===== src/rtl/serial_rx_display.sv =====
// 8N1 serial receiver that shifts received digit codes (0..10) into a
// six-digit display word for the segment-scan driver.
module serial_rx_display #(
    parameter int CLKS_PER_BIT = 5208,
    parameter int HALF_BIT     = CLKS_PER_BIT / 2
) (
    input  logic        clk,
    input  logic        rst,
    input  logic        rx,
    output logic [7:0]  data,
    output logic        data_valid,
    output logic        frame_err,
    output logic        busy,
    output logic [23:0] number_sig,
    output logic [7:0]  byte_count
);

    localparam logic [15:0] BIT_LAST  = 16'(CLKS_PER_BIT - 1);
    localparam logic [15:0] HALF_LAST = 16'(HALF_BIT - 1);

    typedef enum logic [2:0] {
        IDLE,
        START,
        DATA,
        STOP,
        WAIT_HIGH
    } state_t;

    state_t      state_q, state_d;
    logic        rx_meta_q, rx_s_q;
    logic [15:0] cnt_q, cnt_d;
    logic [2:0]  bit_idx_q, bit_idx_d;
    logic [7:0]  shift_q, shift_d;
    logic [7:0]  data_q, data_d;
    logic        data_valid_q, data_valid_d;
    logic        frame_err_q, frame_err_d;
    logic        busy_q, busy_d;
    logic [23:0] number_q, number_d;
    logic [7:0]  byte_count_q, byte_count_d;

    always_ff @(posedge clk) begin
        if (rst) begin
            rx_meta_q    <= 1'b1;
            rx_s_q       <= 1'b1;
            state_q      <= IDLE;
            cnt_q        <= '0;
            bit_idx_q    <= '0;
            shift_q      <= '0;
            data_q       <= '0;
            data_valid_q <= 1'b0;
            frame_err_q  <= 1'b0;
            busy_q       <= 1'b0;
            number_q     <= 24'hAAAAAA;
            byte_count_q <= '0;
        end else begin
            rx_meta_q    <= rx;
            rx_s_q       <= rx_meta_q;
            state_q      <= state_d;
            cnt_q        <= cnt_d;
            bit_idx_q    <= bit_idx_d;
            shift_q      <= shift_d;
            data_q       <= data_d;
            data_valid_q <= data_valid_d;
            frame_err_q  <= frame_err_d;
            busy_q       <= busy_d;
            number_q     <= number_d;
            byte_count_q <= byte_count_d;
        end
    end

    always_comb begin
        state_d      = state_q;
        cnt_d        = cnt_q + 16'd1;
        bit_idx_d    = bit_idx_q;
        shift_d      = shift_q;
        data_d       = data_q;
        data_valid_d = 1'b0;
        frame_err_d  = 1'b0;
        number_d     = number_q;
        byte_count_d = byte_count_q;

        case (state_q)
            IDLE: begin
                cnt_d     = '0;
                bit_idx_d = '0;
                if (!rx_s_q) state_d = START;
            end
            START: begin
                if (cnt_q == HALF_LAST) begin
                    cnt_d   = '0;
                    state_d = rx_s_q ? IDLE : DATA;
                end
            end
            DATA: begin
                if (cnt_q == BIT_LAST) begin
                    cnt_d     = '0;
                    shift_d   = {rx_s_q, shift_q[7:1]};
                    bit_idx_d = bit_idx_q + 3'd1;
                    if (bit_idx_q == 3'd7) state_d = STOP;
                end
            end
            STOP: begin
                if (cnt_q == BIT_LAST) begin
                    cnt_d = '0;
                    if (rx_s_q) begin
                        data_d       = shift_q;
                        data_valid_d = 1'b1;
                        byte_count_d = byte_count_q + 8'd1;
                        // Only digit codes 0..9 and the blank glyph reach the display.
                        if (shift_q[7:4] == 4'd0 && shift_q[3:0] <= 4'd10)
                            number_d = {number_q[19:0], shift_q[3:0]};
                        state_d = IDLE;
                    end else begin
                        frame_err_d = 1'b1;
                        state_d     = WAIT_HIGH;
                    end
                end
            end
            WAIT_HIGH: begin
                cnt_d = '0;
                if (rx_s_q) state_d = IDLE;
            end
            default: state_d = IDLE;
        endcase

        busy_d = (state_d != IDLE);
    end

    assign data       = data_q;
    assign data_valid = data_valid_q;
    assign frame_err  = frame_err_q;
    assign busy       = busy_q;
    assign number_sig = number_q;
    assign byte_count = byte_count_q;

endmodule


===== config.mk =====
export PLATFORM = sky130hd
export DESIGN_NAME = serial_rx_display
export DESIGN_NICKNAME = d
export VERILOG_FILES = /design/src/rtl/serial_rx_display.sv
export SDC_FILE = /design/constraint.sdc
export NUM_CORES = 1
export LEC_CHECK = 0
export CELL_PAD_IN_SITES_DETAIL_PLACEMENT = 0
export CELL_PAD_IN_SITES_GLOBAL_PLACEMENT = 2
export CORE_MARGIN = 5
export CORE_UTILIZATION = 33
export CTS_CLUSTER_SIZE = 14
export DETAILED_ROUTE_END_ITERATION = 16
export GPL_TIMING_DRIVEN = 0
export PLACE_DENSITY_LB_ADDON = 0.1
export SLEW_MARGIN = 10
export SYNTH_ARGS = -nofsm -noshare
export SYNTH_HDL_FRONTEND = slang
export SYNTH_SLANG_ARGS = --single-unit

===== constraint.sdc =====
create_clock -name clk -period 2.8 [get_ports clk]
set_input_delay 0.42 -clock clk [delete_from_list [all_inputs] [get_ports clk]]
set_output_delay 0.42 -clock clk [all_outputs]
set_load 0.01 [all_outputs]

==> reports/results.tsv <==
stage	metric	value	unit
sta	clock_skew	0.01321	ns
critical_path	endpoint_kind	flop	
routing	drtIter0Drc	49	
grt	grtUsageMet2	19.86	%
power_and_ir_drop	leakage	1.247	nW
clock_network	clockBufferDepth	2	
place	place_inst	492	
synth	ys_ff_latch	75	
clock_network	root_buffer	clkbuf_8	
synth	synth_nets	343	
sta	max_slew.worst_pin.slew	0.9727	ns
routing	vias_per_cell	4.758	
critical_path	crit_buf_inv	2	
hold_path	whs_path_depth	1	
synth	postSynthCellCount	336	
sta	final-setup-viol-count	0	
sta	worst_slack	0.3478	ns
sta	period_minus_slack	2.452	ns
place	pre_cts_slack	0.2622	ns
critical_path	cpMaxStageDelayCell	or4_4	
hold_path	hold_path_end	rx_s_q	
routing	wl	6783	um
synth	yosys_warnings	0	
critical_path	worstPathRequired	3.02	ns
routing	wire_per_inst	13.35	um
synth	synth-seq-area-share	49.02	%
grt	busiest_layer	met2	
sta	drv_slew	0	
clock_network	tritoncts	done	
critical_path	arrival	2.67	ns
grt	track_usage	12.74	%
die	dieHeight	106.3	um
critical_path	crit_path_frequent_cell	buf_6	
grt	grt_max_degree	15	
clock_network	cts_resized	0	
place	port_buffers	45	
sta	finalHoldViolCount	0	
die	die_x	106.3	um
clock_network	h-tree-depth	3	
die	core-area	9153	um^2
grt	grtUsageMet1	17.06	%
finish	n_antenna_cell	0	
sta	clock.fmax	407.8	MHz
routing	vias	2417	
finish	final_layout_size_suffix_gt1_share	7.053	%
place	placedInstanceArea	3652	um^2
clock_network	path_clk_slew	0.08	ns
grt	grt_pass1_vias	2351	
sta	timing.hold.ws	0.4166	ns
sta	tns	0	ns
place	place_congestion	0.7599	
synth	synth_area_per_cell	9.116	um^2
finish	register_area	1501	um^2
grt	grt_use_met3	2.611	%
die	rows	35	
synth	netlist_area	3063	um^2
finish	stdcell_area	3839	um^2
critical_path	regToRegStartpoint	cnt_q[13]	
finish	fin_nets	399	
critical_path	critPathMaxStageDelay	0.50	ns
clock_network	clock-sinks	75	
job	maxCapViolations	0	
grt	antenna_found_initial	0	
sta	post-route-period-util	87.58	%
hold_path	hp-start	rx_meta_q	
critical_path	crit_chain	nor3_2 -> nand4_1 -> or4_4 -> a211oi_4 -> buf_6 -> buf_6 -> mux2i_1 -> nor2_1	
power_and_ir_drop	vdd_ir_drop_max	0.0002214	V
hold_path	hold_path_class	flop to flop	
status	status	completed	
sta	rsz0062_at_grt	false	
critical_path	cp_top_family	simple AND/OR/NAND/NOR gates	
routing	dr.pass1.iters	4	
finish	instances_no_fill	508	
power_and_ir_drop	p_per_area	492.6	nW/um^2
finish	multi_input_area	1458	um^2
grt	grt_pass1_wl	11690	um
die	die_area	11310	um^2
synth	synth_cell_types	40	
critical_path	r2r_slack	0.35	ns
clock_network	cts_buffers	9	
critical_path	cp_max_fo	10	
critical_path	critPathKind	flop to flop	
die	io_pins	46	
die	initial_core_util	33.47	%
finish	area_delta_synth_final	25.33	%
critical_path	crit_path_start_kind	flop	
grt	gr-total-overflow	0	
clock_network	postCtsSetupBuffers	0	
sta	relSlewSlack	34.61	%
place	dp_hpwl	4874	um
finish	nFillCells	931	
routing	ant_nets	0	
critical_path	rr_endpoint	number_sig[2]	
critical_path	reg2regPathDepth	8	
power_and_ir_drop	finalPower	1.891	mW
clock_network	clk_latency	0.35	ns
routing	drc	0	
clock_network	hold_buffers	0	
finish	fin_util	41.94	%
[layout by cell type, fill, tap and decap left out, drive strengths merged, types with 10 or more instances in the layout]
cell type / instances
mux2i: 13
xor2: 10
clkbuf: 22
a211o: 14
clkdlybuf4s50: 45
dfxtp: 75
xnor2: 10
nor2: 45
nand2: 53
a21oi: 23
nand4: 10
[synthesized netlist by cell type]
| cell type | count | area [um^2] |
|---|---|---|
| o22ai_1 | 1 | 6.260 |
| a21oi_1 | 23 | 115.1 |
| nor4bb_1 | 2 | 20.02 |
| nor3b_1 | 1 | 7.510 |
| and2_1 | 3 | 18.77 |
| nor2_1 | 45 | 168.9 |
| nand3_1 | 3 | 15.01 |
| mux2i_1 | 13 | 130.1 |
| and4bb_2 | 1 | 12.51 |
| nor4_2 | 2 | 25.02 |
| a211oi_4 | 1 | 20.02 |
| inv_1 | 3 | 11.26 |
| xnor2_1 | 10 | 87.58 |
| dfxtp_1 | 75 | 1501 |
| a21o_1 | 1 | 7.510 |
| nor3_2 | 1 | 10.01 |
| nor2b_1 | 8 | 50.05 |
| o311ai_0 | 2 | 17.52 |
| xor2_1 | 10 | 87.58 |
| clkbuf_1 | 12 | 45.04 |
| or4_4 | 1 | 11.26 |
| o21ai_1 | 1 | 5.000 |
| nand4_1 | 10 | 62.56 |
| and2b_1 | 5 | 37.54 |
| or3_1 | 3 | 18.77 |
| buf_2 | 1 | 5.000 |
| buf_12 | 1 | 20.02 |
| nor4b_1 | 1 | 8.760 |
| and3_1 | 3 | 18.77 |
| ha_1 | 4 | 50.05 |
| nand2b_1 | 3 | 18.77 |
| nand2_1 | 53 | 198.9 |
| buf_6 | 2 | 22.52 |
| o21ai_0 | 3 | 15.01 |
| o21a_1 | 1 | 7.510 |
| nor3_1 | 7 | 35.03 |
| a211o_1 | 14 | 122.6 |
| or2_2 | 2 | 12.51 |
| or4_1 | 3 | 22.52 |
| and4bb_1 | 1 | 12.51 |
[where the power goes]
group          total (mW)  leakage, nW  switching [mW]  internal, mW
Clock               0.784       0.0855           0.431         0.354
Sequential           1.07        0.605         0.00246          1.07
Combinational      0.0355        0.557          0.0242        0.0112
[area by class of cell]
class | count | share of cell area, %
Sequential cell | 75 | 39.11
Multi-Input combinational cell | 242 | 37.97
Timing Repair Buffer | 45 | 11.73
Tap cell | 111 | 3.618
Clock buffer | 10 | 3.585
Buffer | 16 | 2.412
Clock inverter | 6 | 1.271
Inverter | 3 | 0.2934
[layer usage]
metal / share of wire, % / routed length (um)
met1: 48 / 3254
met2: 46 / 3127
met3: 4.3 / 291
met4: 1.6 / 110
met5: 0 / 0
[worst max path at each step]
stage | startpoint | endpoint | slack (ns) | cells past startpoint
floorplan | state_q[2] | number_sig[10] | 0.64 | 8
global placement | cnt_q[0] | cnt_q[14] | 0.25 | 8
detailed placement | cnt_q[0] | cnt_q[5] | 0.26 | 8
CTS | cnt_q[0] | cnt_q[14] | 0.25 | 8
global route | cnt_q[0] | cnt_q[13] | 0.002 | 8
finish | cnt_q[13] | number_sig[2] | 0.35 | 8
[kinds of logic after synthesis]
family,synth area share (%)
buffers and inverters,3.390
AO/OA/AOI/OAI,10.34
multiplexers,4.248
AND/OR/NAND/NOR,25.65
adder cells (fa/ha/maj),1.634
XOR/XNOR,5.719
flip-flops,49.02
[state kept, by name, indices dropped and copies added, names as in the netlist]
signal and count:
bit_idx_q 3, busy 1, byte_count 8, cnt_q 16
data 8, data_valid 1, frame_err 1, number_sig 24
rx_meta_q 1, rx_s_q 1, shift_q 8, state_q 3
Note: power is estimated with default switching activity, not from simulation.
